--- src/rtl/aio_eep_rd_arbiter_if.sv ---
// rtl/aio_eep_rd_arbiter_if.sv - requester and EEPROM-reader signal bundle for the read-port arbiter
interface aio_eep_rd_arbiter_if #(
  parameter int NREQ = 3
);
  logic [NREQ-1:0]    req_rden;
  logic [NREQ*17-1:0] req_length;
  logic [NREQ*16-1:0] req_addr;
  logic [NREQ-1:0]    req_grant;
  logic [NREQ-1:0]    req_valid;
  logic [NREQ-1:0]    req_last;
  logic [7:0]         req_data;
  logic [NREQ-1:0]    req_error;
  logic               eep_rden;
  logic [16:0]        eep_length;
  logic [15:0]        eep_addr;
  logic               eep_valid;
  logic               eep_last;
  logic [7:0]         eep_data;
  logic               arb_busy;

  modport slave (
    input  req_rden, req_length, req_addr, eep_valid, eep_last, eep_data,
    output req_grant, req_valid, req_last, req_data, req_error,
           eep_rden, eep_length, eep_addr, arb_busy
  );

  modport master (
    output req_rden, req_length, req_addr, eep_valid, eep_last, eep_data,
    input  req_grant, req_valid, req_last, req_data, req_error,
           eep_rden, eep_length, eep_addr, arb_busy
  );
endinterface

--- src/rtl/aio_eep_rd_arbiter.sv ---
// rtl/aio_eep_rd_arbiter.sv - round-robin owner of the single EEPROM read port
module aio_eep_rd_arbiter #(
  parameter int NREQ        = 3,
  parameter int TIMEOUT_CYC = 65535
) (
  input  logic               sys_clk,
  input  logic               glbl_rst_n,
  aio_eep_rd_arbiter_if.slave bus
);
  localparam int OW = $clog2(NREQ);
  localparam int TW = $clog2(TIMEOUT_CYC + 1);
  localparam logic [OW:0]    NREQ_W   = (OW+1)'(NREQ);
  localparam logic [TW-1:0]  TMR_LAST = TW'(TIMEOUT_CYC - 1);
  localparam logic [16:0]    LEN_MAX  = 17'h10000;

  localparam logic [2:0] S_IDLE  = 3'd0;
  localparam logic [2:0] S_GRANT = 3'd1;
  localparam logic [2:0] S_CMD   = 3'd2;
  localparam logic [2:0] S_XFER  = 3'd3;
  localparam logic [2:0] S_DONE  = 3'd4;

  logic [2:0]      r_state;
  logic [OW-1:0]   r_owner;
  logic [OW-1:0]   r_last_owner;
  logic [15:0]     r_addr;
  logic [16:0]     r_len;
  logic [16:0]     r_cnt;
  logic [TW-1:0]   r_tmr;
  logic [NREQ-1:0] r_error;

  logic            w_found;
  logic [OW-1:0]   w_winner;
  logic [OW:0]     w_idx;
  logic [16:0]     w_win_len;
  logic [15:0]     w_win_addr;
  logic            w_len_bad;
  logic [NREQ-1:0] w_win_oh;
  logic [NREQ-1:0] w_owner_oh;
  logic            w_active;
  logic            w_xfer_byte;

  // Search starts one past the previous owner, so every waiter is reached within NREQ-1 transfers.
  always_comb begin
    w_found  = 1'b0;
    w_winner = '0;
    w_idx    = '0;
    for (int k = 1; k <= NREQ; k++) begin
      w_idx = {1'b0, r_last_owner} + (OW+1)'(k);
      if (w_idx >= NREQ_W) w_idx = w_idx - NREQ_W;
      if (!w_found && bus.req_rden[w_idx[OW-1:0]]) begin
        w_found  = 1'b1;
        w_winner = w_idx[OW-1:0];
      end
    end
  end

  assign w_win_len  = bus.req_length[17*int'(w_winner) +: 17];
  assign w_win_addr = bus.req_addr[16*int'(w_winner) +: 16];
  assign w_len_bad  = (w_win_len == 17'd0) || (w_win_len > LEN_MAX);
  assign w_win_oh   = NREQ'(1) << w_winner;
  assign w_owner_oh = NREQ'(1) << r_owner;

  always_ff @(posedge sys_clk or negedge glbl_rst_n) begin
    if (!glbl_rst_n) begin
      r_state      <= S_IDLE;
      r_owner      <= '0;
      r_last_owner <= OW'(NREQ - 1);
      r_addr       <= '0;
      r_len        <= '0;
      r_cnt        <= '0;
      r_tmr        <= '0;
      r_error      <= '0;
    end else begin
      r_error <= '0;
      case (r_state)
        S_IDLE: begin
          if (w_found) begin
            r_owner <= w_winner;
            if (w_len_bad) begin
              r_error <= w_win_oh;
              r_state <= S_DONE;
            end else begin
              r_addr  <= w_win_addr;
              r_len   <= w_win_len;
              r_state <= S_GRANT;
            end
          end
        end
        S_GRANT: r_state <= S_CMD;
        S_CMD: begin
          // The command cycle itself counts toward the first-byte timeout.
          r_cnt   <= '0;
          r_tmr   <= TW'(1);
          r_state <= S_XFER;
        end
        S_XFER: begin
          if (bus.eep_valid) begin
            r_cnt <= r_cnt + 17'd1;
            r_tmr <= '0;
            if (bus.eep_last) begin
              if (r_cnt + 17'd1 != r_len) r_error <= w_owner_oh;
              r_state <= S_DONE;
            end else if (r_cnt == r_len) begin
              r_error <= w_owner_oh;
              r_state <= S_DONE;
            end
          end else if (r_tmr == TMR_LAST) begin
            r_error <= w_owner_oh;
            r_state <= S_DONE;
          end else begin
            r_tmr <= r_tmr + TW'(1);
          end
        end
        S_DONE: begin
          r_last_owner <= r_owner;
          r_state      <= S_IDLE;
        end
        default: r_state <= S_IDLE;
      endcase
    end
  end

  assign w_active    = (r_state == S_GRANT) || (r_state == S_CMD) || (r_state == S_XFER);
  assign w_xfer_byte = (r_state == S_XFER) && bus.eep_valid;

  assign bus.req_grant  = w_active ? w_owner_oh : '0;
  assign bus.req_valid  = w_xfer_byte ? w_owner_oh : '0;
  assign bus.req_last   = (w_xfer_byte && bus.eep_last) ? w_owner_oh : '0;
  assign bus.req_data   = w_xfer_byte ? bus.eep_data : 8'h00;
  assign bus.req_error  = r_error;
  assign bus.eep_rden   = (r_state == S_CMD);
  assign bus.eep_length = r_len;
  assign bus.eep_addr   = r_addr;
  assign bus.arb_busy   = (r_state != S_IDLE);
endmodule

--- src/flat_wrapper.sv ---
// flat-port wrapper written by rule: the top's interface ports become plain ports
module aio_eep_rd_arbiter_flat 
#(
  parameter int NREQ        = 3,
  parameter int TIMEOUT_CYC = 65535
)
  (sys_clk, glbl_rst_n, bus_req_rden, bus_req_length, bus_req_addr, bus_eep_valid, bus_eep_last, bus_eep_data, bus_req_grant, bus_req_valid, bus_req_last, bus_req_data, bus_req_error, bus_eep_rden, bus_eep_length, bus_eep_addr, bus_arb_busy);
  aio_eep_rd_arbiter_if #(.NREQ(NREQ)) bus_i ();
  input  logic sys_clk;
  input  logic glbl_rst_n;
  input wire logic [$bits(bus_i.req_rden)-1:0] bus_req_rden;
  input wire logic [$bits(bus_i.req_length)-1:0] bus_req_length;
  input wire logic [$bits(bus_i.req_addr)-1:0] bus_req_addr;
  input wire logic [$bits(bus_i.eep_valid)-1:0] bus_eep_valid;
  input wire logic [$bits(bus_i.eep_last)-1:0] bus_eep_last;
  input wire logic [$bits(bus_i.eep_data)-1:0] bus_eep_data;
  output wire logic [$bits(bus_i.req_grant)-1:0] bus_req_grant;
  output wire logic [$bits(bus_i.req_valid)-1:0] bus_req_valid;
  output wire logic [$bits(bus_i.req_last)-1:0] bus_req_last;
  output wire logic [$bits(bus_i.req_data)-1:0] bus_req_data;
  output wire logic [$bits(bus_i.req_error)-1:0] bus_req_error;
  output wire logic [$bits(bus_i.eep_rden)-1:0] bus_eep_rden;
  output wire logic [$bits(bus_i.eep_length)-1:0] bus_eep_length;
  output wire logic [$bits(bus_i.eep_addr)-1:0] bus_eep_addr;
  output wire logic [$bits(bus_i.arb_busy)-1:0] bus_arb_busy;
  assign bus_i.req_rden = bus_req_rden;
  assign bus_i.req_length = bus_req_length;
  assign bus_i.req_addr = bus_req_addr;
  assign bus_i.eep_valid = bus_eep_valid;
  assign bus_i.eep_last = bus_eep_last;
  assign bus_i.eep_data = bus_eep_data;
  assign bus_req_grant = bus_i.req_grant;
  assign bus_req_valid = bus_i.req_valid;
  assign bus_req_last = bus_i.req_last;
  assign bus_req_data = bus_i.req_data;
  assign bus_req_error = bus_i.req_error;
  assign bus_eep_rden = bus_i.eep_rden;
  assign bus_eep_length = bus_i.eep_length;
  assign bus_eep_addr = bus_i.eep_addr;
  assign bus_arb_busy = bus_i.arb_busy;
  aio_eep_rd_arbiter #(.NREQ(NREQ), .TIMEOUT_CYC(TIMEOUT_CYC)) u_core (.sys_clk(sys_clk), .glbl_rst_n(glbl_rst_n), .bus(bus_i));
endmodule
--- config.mk ---
export PLATFORM = sky130hd
export DESIGN_NAME = aio_eep_rd_arbiter_flat
export DESIGN_NICKNAME = d
export VERILOG_FILES = /design/src/rtl/aio_eep_rd_arbiter_if.sv /design/src/rtl/aio_eep_rd_arbiter.sv /design/src/flat_wrapper.sv
export SDC_FILE = /design/constraint.sdc
export NUM_CORES = 1
export LEC_CHECK = 0
export ABC_CLOCK_PERIOD_IN_PS = 3750
export CELL_PAD_IN_SITES_DETAIL_PLACEMENT = 1
export CELL_PAD_IN_SITES_GLOBAL_PLACEMENT = 1
export CORE_UTILIZATION = 37
export DETAILED_ROUTE_END_ITERATION = 16
export GPL_TIMING_DRIVEN = 0
export PLACE_DENSITY_LB_ADDON = 0.1
export SLEW_MARGIN = 10
export SYNTH_ARGS = -nofsm -noshare
export SYNTH_HDL_FRONTEND = slang
export SYNTH_SLANG_ARGS = --single-unit
--- constraint.sdc ---
create_clock -name sys_clk -period 3.75 [get_ports sys_clk]
set_input_delay 0.5625 -clock sys_clk [delete_from_list [all_inputs] [get_ports sys_clk]]
set_output_delay 0.5625 -clock sys_clk [all_outputs]
set_load 0.03 [all_outputs]
==> impl_metrics.env, run 1 <==
export IMPL_pin_count=169
export IMPL_detailedRoute_firstIterationViolations=486
export IMPL_place_detailed_hpwl_mm=21.7
export IMPL_seq_area_mm2=0.00190
export IMPL_maximum_number_of_pins_on_one_net_before_global_route_repair=58
export IMPL_outcome="finished, final reports clean"
export IMPL_period_utilisation_layout_pct=96.8
export IMPL_wire_length_of_the_first_global_routing_pass_mm=46.1
export IMPL_final_count_of_negative_setup_slack_endpoints=0
export IMPL_yosys_cell_types_count=67
export IMPL_clock_skew_after_layout_ps=12.1
export IMPL_max_cap_violations=0
export IMPL_hold_violations=0
export IMPL_floorplan_die_width_um=139
export IMPL_setup_worst_path_end_class="flop"
export IMPL_synth_sequential_area_ratio_pct=27.5
export IMPL_std_cell_rows=49
export IMPL_synth_edff_count=0
export IMPL_antenna_diode_count=0
export IMPL_synthesized_flop_and_latch_total=76
export IMPL_required_ps=3980
export IMPL_die_area_mm2=0.0193
export IMPL_postPlaceCellArea_mm2=0.00891
export IMPL_worst_case_setup_slack_after_placement_ps=-523
export IMPL_slew_headroom_pct=38.7
export IMPL_grt_use_total_pct=30.0
export IMPL_dieHeight_um=139
export IMPL_worst_reg_to_reg_path_cell_count=15
export IMPL_tritoncts_num_buffers=9
export IMPL_synth_largest_area_cell="dfrtp_1"
export IMPL_detail_route_wl_per_cell_um=21.4
export IMPL_first_global_vias=8392
export IMPL_timing_rr_end="u_core.bus.eep_addr[14]"
export IMPL_sum_of_overflow_across_all_layers_after_global_routing=0
export IMPL_gp_routability_congestion=0.896
export IMPL_post_synth_main_area_contributors="dfrtp_1, nand3_1, nand2_1"
export IMPL_period_needed_ps=3630
export IMPL_timing_worst_slew_pin_value_ps=913
export IMPL_num_nets_final=1234
export IMPL_tritoncts="built"
export IMPL_cts_max_level=3
export IMPL_mappedNetlistNets=1046
export IMPL_startpoint_type="flop"
export IMPL_clk_insertion_delay_late_ps=360
export IMPL_cts_root_buffer_cell="clkbuf_16"
export IMPL_cts_hold_buf=0
export IMPL_post_synthesis_cell_area_mm2=0.00693
export IMPL_hold_path_class="input port to async pin"
export IMPL_detailed_route_wl_mm=28.8
export IMPL_synth_top_area_share_pct=27.1
export IMPL_floorplan_core_area_mm2=0.0181
export IMPL_yosysWarnings=0
export IMPL_synthToLayoutAreaGrowth_pct=37.5
export IMPL_ctsLongestPathBuffers=2
export IMPL_port_buffers=167
export IMPL_worst_slack_ps=121
export IMPL_launching_point_of_the_worst_reg2reg_path="u_core.r_last_owner[1]"
export IMPL_worst_r2r_setup_slack_ps=120
export IMPL_effective_utilization_at_floorplan_pct=38.2
export IMPL_design_power_total_uw=8650
export IMPL_final_antenna_net_count=0
export IMPL_timing_limited_maximum_frequency_mhz=276
export IMPL_crit_arrival_ps=3860
export IMPL_timing_setup_critical_path_class="flop to flop"
export IMPL_via_per_inst=6.14
export IMPL_multi_input_area_mm2=0.00470
export IMPL_power_leakage_uw=0.00373
export IMPL_drt_first_pass_iters=13
export IMPL_postSynth_topFlopCell="dfrtp_1"
export IMPL_clkSlewWorstSetupHoldPaths_ps=70
export IMPL_finalSetupTns_ps=0
export IMPL_post_route_cells_drive_above_1_share_pct=10.5
export IMPL_fill_cells=2254
export IMPL_crit_fanout=10
export IMPL_antenna_violations_before_repair=0
export IMPL_route_vias_total=8275
export IMPL_async_reset_ff_share_pct=100
export IMPL_postSynthCellCount=925
export IMPL_max_vdd_ir_drop_mv=0.456
export IMPL_post_synth_cell_area_avg_um2=7.49
export IMPL_whs_ps=82.5
export IMPL_route_detailed_drc=0
export IMPL_timing_final_max_slew_violations=0
export IMPL_stdcell_area_mm2=0.00953
export IMPL_numClockSinks=76
export IMPL_pwr_cell_area_mw_per_mm2=907
-- sequential cells by signal, summed over array words and instances, names as in the netlist --
name,count
u_core.bus.req_error,3
u_core.r_cnt,17
u_core.r_tmr,16
u_core.bus.eep_length,17
u_core.r_state,3
u_core.r_last_owner,2
u_core.r_owner,2
u_core.bus.eep_addr,16
-- worst max-delay path by stage --
stage,startpoint,endpoint,depth (start not counted)
6_report,u_core.r_last_owner[1],u_core.bus.eep_addr[14],15
5_1_grt,u_core.r_last_owner[1],u_core.bus.req_error[1],14
4_1_cts,u_core.r_last_owner[1],u_core.bus.req_error[1],15
3_5_place_dp,bus_req_rden[0],u_core.bus.req_error[1],12
3_3_place_gp,glbl_rst_n,u_core.bus.eep_addr[7],1
2_1_floorplan,u_core.r_last_owner[1],u_core.bus.eep_length[8],14
-- through the flow --
stage	cells	util, %
after detailed placement	1322	49.1
final	1347	52.5
after global routing	1347	52.5
after CTS	1346	51.9
after global placement	1321	49.0
after floorplan	925	-
-- where the power goes --
group | internal, uW | total, uW | switching [uW] | leakage, uW
Clock | 655 | 1050 | 393 | 0.000170
Sequential | 1010 | 1300 | 290 | 0.000884
Combinational | 2260 | 6290 | 4030 | 0.00268
Total | 3930 | 8650 | 4720 | 0.00373
-- worst max-delay path: stages, from the launching register on --
cell	delay (ps)
dfstp_2	560
inv_1	80
ha_4	300
mux2_1	320
a32o_1	250
o221ai_4	290
buf_4	250
nor2_1	70
a31oi_2	300
nor4_4	80
buf_4	180
and2_1	190
buf_6	150
buf_6	140
a31oi_1	230
nand3_1	100
-- cell usage in the layout (no fill, tap or decap), types with 8 or more instances in the layout --
cell type	n
buf_4	18
nor3_1	16
nand3_1	87
a21oi_1	70
o21ai_0	30
and3_1	32
nor2_1	62
a311oi_1	13
o211ai_1	38
mux2_1	14
a31oi_2	9
a221oi_1	8
nand4_1	30
clkbuf_2	19
dfrtp_1	74
buf_2	16
a31oi_1	39
a22oi_1	16
nand2_1	102
clkdlybuf4s50_1	166
clkbuf_16	9
clkbuf_1	36
xnor2_1	22
inv_1	17
xor2_1	16
and2_1	25
nand2b_1	10
-- metal layers --
layer,share of wire (%),vias to the layer above,GRT usage [%]
li1,-,3832,-
met1,43,4095,37.6
met2,49,303,52.3
met3,5.7,45,5.46
met4,2.1,0,9.18
met5,0,-,0
-- cell type report --
| class | instances | share of cell area, % |
|---|---|---|
| Multi-Input combinational cell | 743 | 49.3 |
| Sequential cell | 76 | 20.0 |
| Timing Repair Buffer | 178 | 18.7 |
| Buffer | 87 | 4.67 |
| Tap cell | 229 | 3.01 |
| Clock buffer | 9 | 2.36 |
| Clock inverter | 7 | 1.27 |
| Inverter | 18 | 0.709 |
-- synth_stat cells, types with 5 or more instances --
cell type	count
o211a_1	6
buf_2	19
mux2_2	6
and4_1	5
and3_1	32
and2_1	25
a21oi_1	71
nor4_1	5
nand2_1	102
inv_1	18
nand4_1	30
mux2_1	14
mux2i_1	5
a311oi_1	14
o21ai_0	30
o31ai_1	6
a22oi_1	16
xor2_1	16
a31oi_1	48
ha_1	7
nor2b_1	5
xnor2_1	22
dfrtp_1	75
clkbuf_1	56
nand2b_1	10
nor2_1	63
buf_1	5
o2111ai_1	6
a221oi_1	8
nand3_1	87
nor3_1	16
buf_4	6
o211ai_1	38
-- kinds of logic after synthesis --
kind of cell             count (synthesis)  share of synthesized area [%]
AND/OR/NAND/NOR                        400                           29.3
AO/OA/AOI/OAI                          273                           26.6
buffers and inverters                  106                           6.63
flip-flops                              76                           27.5
XOR/XNOR                                38                           4.80
multiplexers                            25                           3.97
adder cells (fa/ha/maj)                  7                           1.26
-- what timing repair did --
action | CTS | global route
setup endpoints to repair | 38 | 47
pin swaps | 4 | 3
setup buffers | 8 | 2
resized for setup | 28 | 40
Note: power is estimated with default switching activity, not from simulation.
==> run 2, diff against run 1 <==
- CELL_PAD_IN_SITES_DETAIL_PLACEMENT: 1 -> not set
- CELL_PAD_IN_SITES_GLOBAL_PLACEMENT: 1 -> not set
- CORE_UTILIZATION: 37 -> 51
- PLACE_DENSITY: not set -> 0.82
- PLACE_DENSITY_LB_ADDON: 0.1 -> not set
==> run 2 against run 1 <==
Critical path depth down 1. Sequential share of layout area up 0.25 points. Via count up 0.47%. Hold slack better by 94 ps. Sequential power about the same. Clock skew down 3.6 ps. Final cell count down 3.9%. Die area down 27%. Sequential cell count unchanged. First-iteration DRC count up 73%. Utilization up 19 points. Critical endpoint is now u_core.bus.eep_length[8]. Largest power group unchanged. Highest routed layer unchanged.
==> impl_metrics.env, run 2 (synthesis gave the netlist of run 1 again) <==
export IMPL_slew_headroom_pct=42.0
export IMPL_startpoint_type="flop"
export IMPL_hold_violations=0
export IMPL_crit_fanout=10
export IMPL_critical_path_buf_inv_count=4
export IMPL_detailedRoute_firstIterationViolations=840
export IMPL_cts_root_buffer_cell="clkbuf_16"
export IMPL_wire_length_of_the_first_global_routing_pass_mm=40.2
export IMPL_critical_path_depth=14
export IMPL_synthToLayoutAreaGrowth_pct=35.8
export IMPL_antenna_diode_count=0
export IMPL_place_detailed_hpwl_mm=19.2
export IMPL_grt_use_total_pct=36.0
export IMPL_timing_worst_slew_pin_value_ps=863
export IMPL_effective_utilization_at_floorplan_pct=52.3
export IMPL_layout_common_cells="clkdlybuf4s50_1, nand2_1, nand3_1"
export IMPL_tritoncts_num_buffers=9
export IMPL_hold_path_class="input port to async pin"
export IMPL_timing_final_max_slew_violations=0
export IMPL_cts_max_level=3
export IMPL_maximum_number_of_pins_on_one_net_before_global_route_repair=41
export IMPL_detailed_route_wl_mm=25.4
export IMPL_final_antenna_net_count=0
export IMPL_post_route_cells_drive_above_1_share_pct=10.5
export IMPL_gp_routability_congestion=0.946
export IMPL_power_leakage_uw=0.00369
export IMPL_sum_of_overflow_across_all_layers_after_global_routing=0
export IMPL_route_vias_total=8314
export IMPL_via_per_inst=6.42
export IMPL_pin_count=169
export IMPL_port_buffers=167
export IMPL_crit_family="compound AO/OA/AOI/OAI gates"
export IMPL_required_ps=3970
export IMPL_timing_limited_maximum_frequency_mhz=268
export IMPL_setup_worst_path_end_class="flop"
export IMPL_antenna_violations_before_repair=0
export IMPL_worst_slack_ps=25.5
export IMPL_clk_insertion_delay_late_ps=350
export IMPL_floorplan_core_area_mm2=0.0132
export IMPL_worst_case_setup_slack_after_placement_ps=-479
export IMPL_worst_path_max_delay_cell="dfstp_2"
export IMPL_tritoncts="built"
export IMPL_die_area_mm2=0.0141
export IMPL_detail_route_wl_per_cell_um=19.6
export IMPL_max_stage_delay_ps=560
export IMPL_outcome="finished, final reports clean"
export IMPL_floorplan_die_width_um=119
export IMPL_max_cap_violations=0
export IMPL_route_detailed_drc=0
export IMPL_num_nets_final=1235
export IMPL_pwr_cell_area_mw_per_mm2=893
export IMPL_clock_skew_after_layout_ps=8.47
export IMPL_drt_first_pass_iters=5
export IMPL_clkSlewWorstSetupHoldPaths_ps=60
export IMPL_critical_path_top_cell_by_count="buf_4"
export IMPL_critical_path_cell_chain="inv_1 > ha_2 > mux2_1 > a32o_1 > o221ai_4 > buf_4 > mux2i_2 > o21ai_2 > nor4_4 > buf_4 > nand2_1 > buf_4 > mux2i_1 > a2111o_1"
export IMPL_final_count_of_negative_setup_slack_endpoints=0
export IMPL_period_needed_ps=3720
export IMPL_std_cell_rows=42
export IMPL_dieHeight_um=119
export IMPL_final_common_cell="clkdlybuf4s50_1"
export IMPL_max_vdd_ir_drop_mv=0.570
export IMPL_period_utilisation_layout_pct=99.3
export IMPL_worst_reg_to_reg_path_cell_count=14
export IMPL_grt_setup_unrepaired="yes"
export IMPL_numClockSinks=76
export IMPL_ctsLongestPathBuffers=2
export IMPL_timing_setup_critical_path_class="flop to flop"
export IMPL_crit_arrival_ps=3940
export IMPL_first_global_vias=7893
export IMPL_utilization_pct=71.1
-- run 2: stage by stage --
stage          cells  hold slack [ps]  instance area [um^2]  TNS, ps  total power, uW
4_1_cts         1288              191                  9220    -11.0             7990
3_5_place_dp    1269              510                  8840   -10520             6980
5_1_grt         1295              219                  9410     -547             8880
3_3_place_gp    1268              500                  8820   -59960             6890
6_report        1295              177                  9410        0             8410
2_1_floorplan    925              267                  6930        0             5200
-- run 2: routing by layer --
layer	track usage (%)	share of wire [%]	wire, um	vias to the layer above
met4	17.2	4.2	1070	0
met1	42.7	38	9740	3894
met2	61.3	48	12300	487
li1	-	-	-	3842
met5	0	0	0	-
met3	8.40	8.9	2260	91
-- run 2: power by group --
part	switching (uW)	internal, uW	total (uW)
logic	3960	2250	6210
clock network	382	519	901
registers	281	1010	1290
total	4620	3780	8410
-- run 2: what timing repair did --
action,in CTS,in global routing
buffers inserted,3,7
endpoints found under the setup margin,37,38
gates resized for setup,21,48
pin swaps,2,5
hold buffers,0,0
-- run 2: final cells by class --
| type | count | area [um^2] |
|---|---|---|
| tap | 176 | 220 |
| timing repair buffer | 178 | 1760 |
| clock buffer | 9 | 225 |
| fill | 1105 | 3830 |
| multi-input combinational | 743 | 4710 |
| clock inverter | 7 | 75.1 |
| sequential | 76 | 1900 |
| buffer | 88 | 449 |
| inverter | 18 | 67.6 |
-- run 2: worst paths after layout --
kind / endpoint / slack (ps) / from
setup / recovery: u_core.bus.eep_length[8] / 30 / u_core.r_last_owner[1]
hold / removal: u_core.r_tmr[9] / 180 / glbl_rst_n
setup reg to reg: u_core.bus.eep_length[8] / 30 / u_core.r_last_owner[1]
hold reg to reg: u_core.r_cnt[16] / 520 / u_core.r_cnt[16]
max in group asynchronous: u_core.r_last_owner[1] / 2920 / glbl_rst_n
min in group sys_clk: u_core.r_cnt[16] / 520 / u_core.r_cnt[16]
==> run 3, diff against run 2 <==
- HOLD_SLACK_MARGIN: not set -> 0.15
==> results of run 3 <==
No change in the layout: final DEF, timing and power equal those of run 2.
